### src/rtl/conv_window_ctrl.sv
// conv_window_ctrl: walks a raster pixel stream into the KxK line-buffer chain,
// tracks row/col position, flags each stride-aligned complete window and
// applies MAC-side backpressure to the pixel source.
// Optional build macro: CONV_WIN_PERF_EN adds the stall_cycles counter output.
module conv_window_ctrl #(
  parameter int unsigned WIDTH  = 16,
  parameter int unsigned IMG_W  = 28,
  parameter int unsigned IMG_H  = 28,
  parameter int unsigned K      = 3,
  parameter int unsigned STRIDE = 1,
  localparam int unsigned ROW_W = (IMG_H > 1) ? $clog2(IMG_H) : 1,
  localparam int unsigned COL_W = (IMG_W > 1) ? $clog2(IMG_W) : 1
) (
  input  logic             clk,
  input  logic             reset,
  input  logic             start,
  input  logic             in_valid,
  output logic             in_ready,
  input  logic [WIDTH-1:0] in_data,
  output logic             lb_shift_en,
  output logic [WIDTH-1:0] lb_din,
  output logic             win_valid,
  input  logic             win_ready,
  output logic [ROW_W-1:0] out_row,
  output logic [COL_W-1:0] out_col,
  output logic             busy,
  output logic             frame_done
`ifdef CONV_WIN_PERF_EN
  ,
  output logic [31:0]      stall_cycles
`endif
);

  localparam int unsigned PH_W = (STRIDE > 1) ? $clog2(STRIDE) : 1;

  typedef enum logic [1:0] {
    S_IDLE  = 2'd0,
    S_RUN   = 2'd1,
    S_DRAIN = 2'd2,
    S_DONE  = 2'd3
  } state_e;

  state_e           state_q, state_d;
  logic [ROW_W-1:0] row_q, row_d;
  logic [COL_W-1:0] col_q, col_d;
  logic [PH_W-1:0]  row_ph_q, row_ph_d;
  logic [PH_W-1:0]  col_ph_q, col_ph_d;
  logic [ROW_W-1:0] orow_q, orow_d;
  logic [COL_W-1:0] ocol_q, ocol_d;
  logic             win_valid_q, win_valid_d;
  logic [ROW_W-1:0] out_row_q, out_row_d;
  logic [COL_W-1:0] out_col_q, out_col_d;
  logic             busy_q, busy_d;
  logic             frame_done_q, frame_done_d;
`ifdef CONV_WIN_PERF_EN
  logic [31:0]      stall_q, stall_d;
`endif

  logic win_stall;
  logic accept;
  logic last_col;
  logic last_row;
  logic row_hit;
  logic col_hit;
  logic win_hit;

  // Handshake, position qualifiers and next-state for every register
  always_comb begin
    state_d      = state_q;
    row_d        = row_q;
    col_d        = col_q;
    row_ph_d     = row_ph_q;
    col_ph_d     = col_ph_q;
    orow_d       = orow_q;
    ocol_d       = ocol_q;
    win_valid_d  = win_valid_q;
    out_row_d    = out_row_q;
    out_col_d    = out_col_q;
`ifdef CONV_WIN_PERF_EN
    stall_d      = stall_q;
`endif

    win_stall   = win_valid_q && !win_ready;
    in_ready    = (state_q == S_RUN) && !win_stall;
    accept      = in_valid && in_ready;
    lb_shift_en = accept;
    lb_din      = in_data;

    last_col = (col_q == COL_W'(IMG_W - 1));
    last_row = (row_q == ROW_W'(IMG_H - 1));
    // Phase counters stay at zero until the axis reaches K-1, then cycle mod STRIDE
    row_hit  = (row_q >= ROW_W'(K - 1)) && (row_ph_q == '0);
    col_hit  = (col_q >= COL_W'(K - 1)) && (col_ph_q == '0);
    win_hit  = accept && row_hit && col_hit;

    // Presented window is released on consume, replaced by a coinciding new one
    if (win_valid_q && win_ready) begin
      win_valid_d = 1'b0;
    end
    if (win_hit) begin
      win_valid_d = 1'b1;
      out_row_d   = orow_q;
      out_col_d   = ocol_q;
    end

    unique case (state_q)
      S_IDLE: begin
        if (start) begin
          state_d  = S_RUN;
          row_d    = '0;
          col_d    = '0;
          row_ph_d = '0;
          col_ph_d = '0;
          orow_d   = '0;
          ocol_d   = '0;
        end
      end
      S_RUN: begin
        if (accept) begin
          if (last_col) begin
            col_d    = '0;
            col_ph_d = '0;
            ocol_d   = '0;
            if (row_hit) begin
              orow_d = orow_q + ROW_W'(1);
            end
            if (last_row) begin
              row_d    = '0;
              row_ph_d = '0;
              orow_d   = '0;
              state_d  = S_DRAIN;
            end else begin
              row_d = row_q + ROW_W'(1);
              if (row_q >= ROW_W'(K - 1)) begin
                row_ph_d = (row_ph_q == PH_W'(STRIDE - 1)) ? '0 : row_ph_q + PH_W'(1);
              end
            end
          end else begin
            col_d = col_q + COL_W'(1);
            if (col_q >= COL_W'(K - 1)) begin
              col_ph_d = (col_ph_q == PH_W'(STRIDE - 1)) ? '0 : col_ph_q + PH_W'(1);
            end
            if (win_hit) begin
              ocol_d = ocol_q + COL_W'(1);
            end
          end
        end
      end
      S_DRAIN: begin
        if (!win_valid_q || win_ready) begin
          state_d = S_DONE;
        end
      end
      S_DONE: begin
        state_d = S_IDLE;
      end
      default: begin
        state_d = S_IDLE;
      end
    endcase

    busy_d       = (state_d != S_IDLE);
    frame_done_d = (state_d == S_DONE);

`ifdef CONV_WIN_PERF_EN
    // Stall counter: cleared by an accepted start, saturating otherwise
    if ((state_q == S_IDLE) && start) begin
      stall_d = '0;
    end else if (win_stall && (stall_q != '1)) begin
      stall_d = stall_q + 32'd1;
    end
`endif
  end

  // State and datapath registers, asynchronous active-low clear
  always_ff @(posedge clk or negedge reset) begin
    if (!reset) begin
      state_q      <= S_IDLE;
      row_q        <= '0;
      col_q        <= '0;
      row_ph_q     <= '0;
      col_ph_q     <= '0;
      orow_q       <= '0;
      ocol_q       <= '0;
      win_valid_q  <= 1'b0;
      out_row_q    <= '0;
      out_col_q    <= '0;
      busy_q       <= 1'b0;
      frame_done_q <= 1'b0;
`ifdef CONV_WIN_PERF_EN
      stall_q      <= '0;
`endif
    end else begin
      state_q      <= state_d;
      row_q        <= row_d;
      col_q        <= col_d;
      row_ph_q     <= row_ph_d;
      col_ph_q     <= col_ph_d;
      orow_q       <= orow_d;
      ocol_q       <= ocol_d;
      win_valid_q  <= win_valid_d;
      out_row_q    <= out_row_d;
      out_col_q    <= out_col_d;
      busy_q       <= busy_d;
      frame_done_q <= frame_done_d;
`ifdef CONV_WIN_PERF_EN
      stall_q      <= stall_d;
`endif
    end
  end

  assign win_valid  = win_valid_q;
  assign out_row    = out_row_q;
  assign out_col    = out_col_q;
  assign busy       = busy_q;
  assign frame_done = frame_done_q;
`ifdef CONV_WIN_PERF_EN
  assign stall_cycles = stall_q;
`endif

endmodule

### config.mk
export PLATFORM = sky130hd
export DESIGN_NAME = conv_window_ctrl
export DESIGN_NICKNAME = d
export VERILOG_FILES = /design/src/rtl/conv_window_ctrl.sv
export SDC_FILE = /design/constraint.sdc
export NUM_CORES = 1
export LEC_CHECK = 0
export ABC_AREA = 1
export BUFFER_PORTS_ARGS = -buffer_cell sky130_fd_sc_hd__buf_2
export CORE_ASPECT_RATIO = 1.1
export CORE_UTILIZATION = 23
export CTS_CLUSTER_SIZE = 20
export DETAILED_ROUTE_END_ITERATION = 10
export GPL_TIMING_DRIVEN = 0
export PLACE_DENSITY_LB_ADDON = 0.1
export SLEW_MARGIN = 20
export SYNTH_ARGS = -nofsm -noshare
export SYNTH_HDL_FRONTEND = slang
export SYNTH_SLANG_ARGS = --single-unit
### constraint.sdc
create_clock -name clk -period 2.05 [get_ports clk]
set_input_delay 0.41 -clock clk [delete_from_list [all_inputs] [get_ports clk]]
set_output_delay 0.41 -clock clk [all_outputs]
set_load 0.005 [all_outputs]
==> run metrics, run 1 <==
1st-pass router iterations=4; total global-route track usage=10.4%; top-count cell post-synth=nand2_1; Yosys reg bits=35; Netlist cell types=29; Crit Path Category=reg -> out; cts bufs inserted=5; Synthesis Warnings=0; area leader, netlist=dfrtp_1; Post-synth EDFFs=0; Tcrit/Tclk final=between 80% and 90%; CP arrival=1.34 ns; Layout Skew=~0.0050 ns; top post-synthesis cells by area=dfrtp_1 45%, nand2_1 9.1%, buf_4 6.9%, inv_1 5.4%, nand3_1 4.9%; Net Count, Synth=260; Die Area=8830 um2; DR vias=1561; CP Max Fanout=9; Worst Path Buf+Inv=2; number of fill cells=891; routed wire length=4070 um; FF-to-FF path depth=8; Worst Setup Start Kind=flop; Crit path largest cell delay=between 0.4 and 0.5 ns; Hold Vio Cnt, Final=0; CP Data Required Time=1.64 ns; H-tree levels=2; GPL Wtd Cong=0.758; die height=98.5 um; P_leak=roughly 1.2 nW; Multi-input gate area=approximately 820 um2; worst r2r src=col_q[1]; final std cells w/o fill=384; IO buf count=35; Seq. cell area=876 um2; Max Slew Vio Count=0; Max Fclk=572 MHz; share of cells above drive strength 1=29.0%; Antenna Nets Post-Route=0; reg2reg setup slack=0.36 ns; die width=89.7 um; Setup TNS Final=0 ns; post-layout util=29.2%; Pwr Total=2.14 mW; global-route wire length before repair=7010 um; CTS Hold Buffers Added=0; Top FF cell, synth=dfrtp_1; Worst slew margin=47.4%; post-detail-place hpwl=3040 um; Final #Nets=~300; Worst-Margin Slew=a little under 0.8 ns; CTS clk-pin slew, worst paths=0.07 ns; R2R Path End=orow_q[1]; vias in the first global route=1483; TritonCTS clock tree=done; Sink Count=35; Final min period=~1.7 ns; # rows=34; Initial Utilization=24.2%; average cell area after synthesis=~8.4 um2; CTS max path bufs=2; worst-path cell chain=inv_2 > nor2_8 > nand2_4 > nor2_4 > buf_2; Worst path slowest cell=dfrtp_1; Gate Count Post-Synth=233; Via density=approximately 4; dpl cells=between 300 and 400; synth cell count leaders=47 x nand2_1, 35 x dfrtp_1, 28 x inv_1; Seq/Total Area, Yosys=45.0%; HP Class=in -> async; CORE AREA=8040 um2; CTS resizes=0; Wirelength per Cell=between 10 and 15 um; CP delay by family, top=simple AND/OR/NAND/NOR gates; asr flop ratio synth=100%; clk_lat worst skew=slightly below 0.3 ns; Post-CTS Setup Bufs=0; n_diodes=0; IO Pins=52; antenna violations before repair=0; Final setup viols=0; Synth-to-Final Area Change=20.5%; Overflow after GRT=0; root buffer cell=clkbuf_8; Max-Cap Viols=0; DRT iter0 DRCs=52; largest net degree at the start of global routing=36; Worst setup EP type=primary output; peak supply drop=0.244 mV; Cell Area, Synth=1950 um2; power density cells=a little over 900 nW/um2; Yosys top cell area share=45.0%; RSZ-0062 raised after global routing=no; drt drc=0; status=finished, final reports clean
## state kept, by name, indices dropped and copies added (netlist names)
signal	flops
win_valid	1
row_q	5
state_q	2
orow_q	5
out_row	5
frame_done	1
busy	1
ocol_q	5
col_q	5
out_col	5
## layout by cell type, fill, tap and decap left out, types with 2 or more instances in the layout
cell type,count
dfrtp_1,35
o21ai_1,8
a21oi_1,6
o21ai_0,7
nand2_2,4
clkbuf_8,5
nand3_1,19
nand3b_1,2
clkinvlp_4,2
ha_1,6
nand2_1,47
nand2_4,3
nor2_1,24
inv_1,28
xor2_1,5
buf_4,18
buf_2,36
a21oi_2,2
nor3_1,3
nand4_1,4
## worst reg2reg max path: cells and delay by family, from the launching register on
| family | cells | cell delay, ns |
|---|---|---|
| AND/OR/NAND/NOR | 7 | 0.99 |
| flip-flops | 1 | 0.37 |
| adder cells (fa/ha/maj) | 1 | 0.23 |
## kinds of logic (layout without fill, tap and decap cells)
group                      after synthesis  count (layout)  share of synthesized area, %
xor gates and xnor gates                 6               6                          2.70
adders and majority gates                6               6                          3.86
DFF                                     35              35                          45.0
buffers and inverters                   48              91                          12.8
and+or+nand+nor                        112             112                          28.1
AOI/OAI and AO/OA                       26              26                          7.52
## power by group
| group | internal, mW | leakage (nW) | switching (mW) | total (mW) |
|---|---|---|---|---|
| Sequential | 0.846 | 0.460 | 0.136 | 0.983 |
| Clock | 0.236 | 0.0402 | 0.263 | 0.500 |
| Combinational | 0.282 | 0.698 | 0.374 | 0.656 |
## per-stage QoR
| stage | setup slack, ns | instance area (um2) | hold slack [ns] |
|---|---|---|---|
| floorplan | 0.659 | 1950 | 0.114 |
| global placement | 0.355 | 2260 | 0.466 |
| detailed placement | 0.344 | 2260 | 0.463 |
| CTS | 0.271 | 2340 | 0.234 |
| global route | 0.161 | 2340 | 0.271 |
| finish | 0.303 | 2340 | 0.208 |
## final cells by class
class	instances	area share (%)
sequential	35	37.4
multi-input combinational	150	35.0
timing repair buffer	35	7.47
buffer	19	5.98
tap	108	5.76
inverter	29	4.64
clock buffer	5	2.93
clock inverter	3	0.854
## per-layer routing
layer | up-vias | global-route usage (%) | part of all wire, %
li1 | 809 | - | -
met1 | 709 | 13.2 | 47
met2 | 36 | 16.6 | 47
met3 | 7 | 3.02 | 4.3
met4 | 0 | 3.66 | 1.5
met5 | - | 0 | 0
## worst max-delay path by stage
stage                           from          end  cells after the start
final                     state_q[0]  lb_shift_en                      5
after global routing        col_q[1]    orow_q[2]                      8
after CTS                 state_q[1]  lb_shift_en                      4
after detailed placement    col_q[1]    orow_q[1]                      8
after global placement      col_q[1]    orow_q[0]                      8
after floorplan             col_q[1]    orow_q[0]                      8
Note: power is estimated with default switching activity, not from simulation.
==> run 2, diff against run 1 <==
==> constraint.sdc (replaced) <==
create_clock -name clk -period 2.05 [get_ports clk]
set_input_delay 0.41 -clock clk [delete_from_list [all_inputs] [get_ports clk]]
set_output_delay 0.41 -clock clk [all_outputs]
set_load 0.1 [all_outputs]
==> run metrics, run 2 (same netlist as run 1, synthesis figures left out) <==
root buffer cell=clkbuf_8 (unchanged); routed wire length=4190 um (was 4070 um); IO Pins=52 (unchanged); Seq pwr share=34.2% (was 45.9%); dpl cells=376 (unchanged); Synth-to-Final Area Change=23.0% (was 20.5%); CTS Hold Buffers Added=0 (unchanged); CTS clk-pin slew, worst paths=0.08 ns (was 0.07 ns); switching power total=1.35 mW (was 774 uW); Final #Nets=302 (unchanged); GPL Wtd Cong=0.779 (was 0.758); Seq. cell area=880 um2 (was 876 um2); share of cells above drive strength 1=29.7% (was 29.0%); antenna violations before repair=0 (unchanged); Final min period=1.91 ns (was 1.75 ns); TritonCTS clock tree=done (unchanged); Int Pwr=1.54 mW (was 1.36 mW); Multi-input gate area=828 um2 (was 821 um2); DR vias=1553 (was 1561); Layout Skew=0.00649 ns (was 0.00504 ns); commonest non-fill, non-tap cells in the layout=46 x nand2_1, 34 x buf_2, 34 x dfrtp_1 (was 47 x nand2_1, 36 x buf_2, 35 x dfrtp_1); most common cell after layout, fill and taps aside=nand2_1 (unchanged); # rows=34 (unchanged); Max Slew Vio Count=0 (unchanged); Sink Count=35 (unchanged); Gate power share=43.4% (was 30.7%); CP Data Required Time=1.64 ns (about the same); power density cells=1210 nW/um2 (was 912 nW/um2); Setup TNS Final=0 ns (unchanged); drt drc=0 (unchanged); H-tree levels=2 (unchanged); clk_lat worst skew=0.28 ns (was 0.29 ns); Overflow after GRT=0 (unchanged); CORE AREA=8040 um2 (unchanged); Worst-Margin Slew=0.806 ns (was 0.789 ns); Max Fclk=523 MHz (was 572 MHz); CP Max Fanout=9 (unchanged); vias in the first global route=1508 (was 1483); final std cells w/o fill=384 (unchanged); status=finished, final reports clean (unchanged); cts bufs inserted=5 (unchanged); DRT iter0 DRCs=44 (was 52); Pwr Total=2.89 mW (was 2.14 mW); Die Area=8830 um2 (unchanged); post-layout util=29.8% (was 29.2%); P_leak=1.23 nW (was 1.20 nW); Antenna Nets Post-Route=0 (unchanged); HP Class=in -> async (unchanged); CTS max path bufs=2 (unchanged); Max-Cap Viols=0 (unchanged); Worst Setup Start Kind=flop (unchanged); peak supply drop=0.329 mV (was 0.244 mV); Via density=4.04 (was 4.07); RSZ-0062 raised after global routing=no (unchanged); CP arrival=1.50 ns (was 1.34 ns); post-detail-place hpwl=3100 um (was 3040 um); Tcrit/Tclk final=93.3% (was 85.2%); total global-route track usage=10.7% (was 10.4%); Switching Share=46.8% (was 36.2%); 1st-pass router iterations=4 (unchanged); largest net degree at the start of global routing=36 (unchanged); die height=98.5 um (unchanged); IO buf count=35 (unchanged); Final setup viols=0 (unchanged); CTS resizes=1 (was 0); Hold Vio Cnt, Final=0 (unchanged); Initial Utilization=24.2% (unchanged); worst slack, placed=0.248 ns (was 0.344 ns); die width=89.7 um (unchanged); global-route wire length before repair=7090 um (was 7010 um); Worst setup EP type=primary output (unchanged); final setup margin=0.138 ns (was 0.303 ns); Post-CTS Setup Bufs=0 (unchanged); Worst slew margin=46.3% (was 47.4%); n_diodes=0 (unchanged); Crit Path Category=reg -> out (unchanged); clock share of power=22.5% (was 23.4%); Wirelength per Cell=10.9 um (was 10.6 um); number of fill cells=879 (was 891); reg2reg setup slack=0.39 ns (was 0.36 ns)
-- run 2: cell count changes in the layout (fill, tap and decap cells not counted), sizes merged --
cell,before,now
clkbuf,5,7
buf,54,53
bufinv,0,1
clkinvlp,2,0
-- run 2: final timing paths --
check,startpoint,endpoint,cells after the start
min reg2reg,out_col[2],out_col[2],2
min in group clk,win_ready,win_valid,4
min,reset,state_q[1],1
max reg2reg,col_q[1],orow_q[2],8
max,state_q[0],lb_shift_en,5
max in group asynchronous,reset,win_valid,1
-- run 2: cell type report --
cell class	count	area share [%]
Sequential cell	35	36.7
Multi-Input combinational cell	150	34.6
Timing Repair Buffer	35	7.68
Buffer	19	5.85
Tap cell	108	5.65
Inverter	29	4.55
Clock buffer	6	3.45
Clock inverter	2	1.46
-- run 2: metrics by stage --
| stage | area (um2) | hold WS (ns) |
|---|---|---|
| 4_1_cts | 2390 | 0.247 |
| 3_3_place_gp | 2270 | 0.461 |
| 6_report | 2390 | 0.212 |
| 2_1_floorplan | 1960 | 0.114 |
| 5_1_grt | 2390 | 0.278 |
| 3_5_place_dp | 2270 | 0.464 |
-- run 2: per-layer routing --
layer  up-vias  track usage (%)  routed length (um)
li1        808                -                   -
met1       699             13.2                1980
met2        40             17.5                1930
met3         6             2.85                 201
met4         0             4.03                  73
met5         -                0                   0
-- run 2: power by group through the flow --
stage	Clock [mW]	Sequential, mW	Combinational (mW)
floorplan	0	1.38	0.655
global placement	0	1.00	1.26
detailed placement	0	1.00	1.26
CTS	0.681	0.987	1.27
global route	0.705	1.01	1.36
finish	0.649	0.985	1.25
-- run 2: critical path, cell delays in order (launching register included) --
cell	delay [ns]
dfrtp_1	0.41
inv_2	0.09
nor2_8	0.19
nand2_4	0.08
nor2_4	0.18
buf_6	0.25
==> run 3, diff against run 2 <==
--- a/config.mk
+++ b/config.mk
@@ -12,7 +12,7 @@
 export CTS_CLUSTER_SIZE = 20
 export DETAILED_ROUTE_END_ITERATION = 10
 export GPL_TIMING_DRIVEN = 0
-export PLACE_DENSITY_LB_ADDON = 0.1
+export PLACE_DENSITY_LB_ADDON = 0.12
 export SLEW_MARGIN = 20
 export SYNTH_ARGS = -nofsm -noshare
 export SYNTH_HDL_FRONTEND = slang
==> run metrics, run 3 (same netlist as run 1, synthesis figures left out) <==
CTS clk-pin slew, worst paths=0.07 ns (was 0.08 ns); Crit Path Category=reg -> out (unchanged); power density cells=1170 nW/um2 (was 1210 nW/um2); worst slack, placed=0.252 ns (was 0.248 ns); peak supply drop=0.333 mV (was 0.329 mV); Final #Nets=302 (unchanged); Max Slew Vio Count=0 (unchanged); DRT iter0 DRCs=82 (was 44); IO Pins=52 (unchanged); Antenna Nets Post-Route=0 (unchanged); Post-CTS Setup Bufs=0 (unchanged); Worst Setup Start Kind=flop (unchanged); CTS max path bufs=2 (unchanged); Max-Cap Viols=0 (unchanged); post-detail-place hpwl=3110 um (was 3100 um); Worst slew margin=44.7% (was 46.3%); P_leak=1.21 nW (was 1.23 nW); routed wire length=4270 um (was 4190 um); share of cells above drive strength 1=29.7% (unchanged); final instance area=2350 um2 (was 2390 um2); antenna violations before repair=0 (unchanged); DR vias=1567 (was 1553); Worst-Margin Slew=0.829 ns (was 0.806 ns); Synth-to-Final Area Change=21.0% (was 23.0%); Via density=4.08 (was 4.04); Tcrit/Tclk final=95.5% (was 93.3%); drt drc=0 (unchanged); Wirelength per Cell=11.1 um (was 10.9 um); largest net degree at the start of global routing=36 (unchanged); Final setup viols=0 (unchanged); Setup TNS Final=0 ns (unchanged); Initial Utilization=24.2% (unchanged); die height=98.5 um (unchanged); CTS resizes=1 (unchanged); GPL Wtd Cong=0.751 (was 0.779); Final min period=1.96 ns (was 1.91 ns); CORE AREA=8040 um2 (unchanged); IO buf count=35 (unchanged); status=finished, final reports clean (unchanged); H-tree levels=2 (unchanged); HP Class=in -> async (unchanged); dpl cell area=2270 um2 (unchanged); Max Fclk=511 MHz (was 523 MHz); commonest non-fill, non-tap cells in the layout=46 x nand2_1, 35 x buf_2, 34 x dfrtp_1 (was 46 x nand2_1, 34 x buf_2, 34 x dfrtp_1); Hold Slack=0.213 ns (was 0.212 ns); Die Area=8830 um2 (unchanged); die width=89.7 um (unchanged); CTS Hold Buffers Added=0 (unchanged); n_diodes=0 (unchanged); Overflow after GRT=0 (unchanged); CP Data Required Time=1.64 ns (about the same); Layout Skew=0.00535 ns (was 0.00649 ns); global-route wire length before repair=7200 um (was 7090 um); number of fill cells=889 (was 879); Hold Vio Cnt, Final=0 (unchanged); # rows=34 (unchanged); cts bufs inserted=5 (unchanged); Worst setup EP type=primary output (unchanged); clk_lat worst skew=0.29 ns (was 0.28 ns); CP arrival=1.55 ns (was 1.50 ns); vias in the first global route=1495 (was 1508); Sink Count=35 (unchanged); total global-route track usage=10.8% (was 10.7%); root buffer cell=clkbuf_8 (unchanged); TritonCTS clock tree=done (unchanged); CP Max Fanout=9 (unchanged); most common cell after layout, fill and taps aside=nand2_1 (unchanged); 1st-pass router iterations=4 (unchanged); final setup margin=0.0928 ns (was 0.138 ns); RSZ-0062 raised after global routing=no (unchanged)
## run 3: cell types whose count changed in the layout (fill, tap and decap cells not counted)
cell	change
clkbuf_8	-1
bufinv_16	-1
buf_6	-1
clkbuf_4	-1
buf_2	+1
buf_4	+1
clkinv_2	+2
## run 3: report_power, final
group / switching [mW] / leakage, nW / total [mW] / internal [mW]
Clock: 0.269 / 0.0477 / 0.502 / 0.233
Sequential: 0.145 / 0.459 / 0.995 / 0.850
Combinational: 0.961 / 0.706 / 1.25 / 0.288
## run 3: final cells by class
type | instances | area (um2) | share of cell area, %
buffer | 19 | 140 | 5.95
clock buffer | 5 | 68.8 | 2.92
clock inverter | 3 | 15.0 | 0.638
inverter | 29 | 109 | 4.63
multi-input combinational | 150 | 828 | 35.2
sequential | 35 | 880 | 37.4
tap | 108 | 135 | 5.74
timing repair buffer | 35 | 178 | 7.55
## run 3: per-layer routing
| layer | global-route usage, % | part of all wire (%) | vias to the layer above |
|---|---|---|---|
| met5 | 0 | 0 | - |
| li1 | - | - | 806 |
| met4 | 3.30 | 1.4 | 0 |
| met2 | 16.7 | 44 | 39 |
| met1 | 14.6 | 50 | 716 |
| met3 | 2.76 | 4.4 | 6 |
## run 3: stage by stage
step	total power, mW	util (%)	cells
2_1_floorplan	2.04	-	233
3_3_place_gp	2.27	28.2	376
3_5_place_dp	2.27	28.2	376
4_1_cts	2.78	29.3	384
5_1_grt	2.96	29.3	384
6_report	2.75	29.3	384
## run 3: path summary, 6_finish.rpt
kind | start | endpoint | slack [ns] | cells after the start
setup / recovery | state_q[1] | lb_shift_en | 0.09 | 4
hold / removal | reset | orow_q[0] | 0.21 | 1
setup reg to reg | col_q[1] | orow_q[0] | 0.37 | 8
hold reg to reg | orow_q[4] | orow_q[4] | 0.48 | 2
max in group asynchronous | reset | win_valid | 1.23 | 1
min in group clk | win_ready | win_valid | 0.43 | 4
## run 3: worst max-delay path, stage by stage (launching register included)
cell and delay, ns:
dfrtp_1 0.45, nor2_8 0.24, nand2_4 0.09, nor2_4 0.16, buf_4 0.31
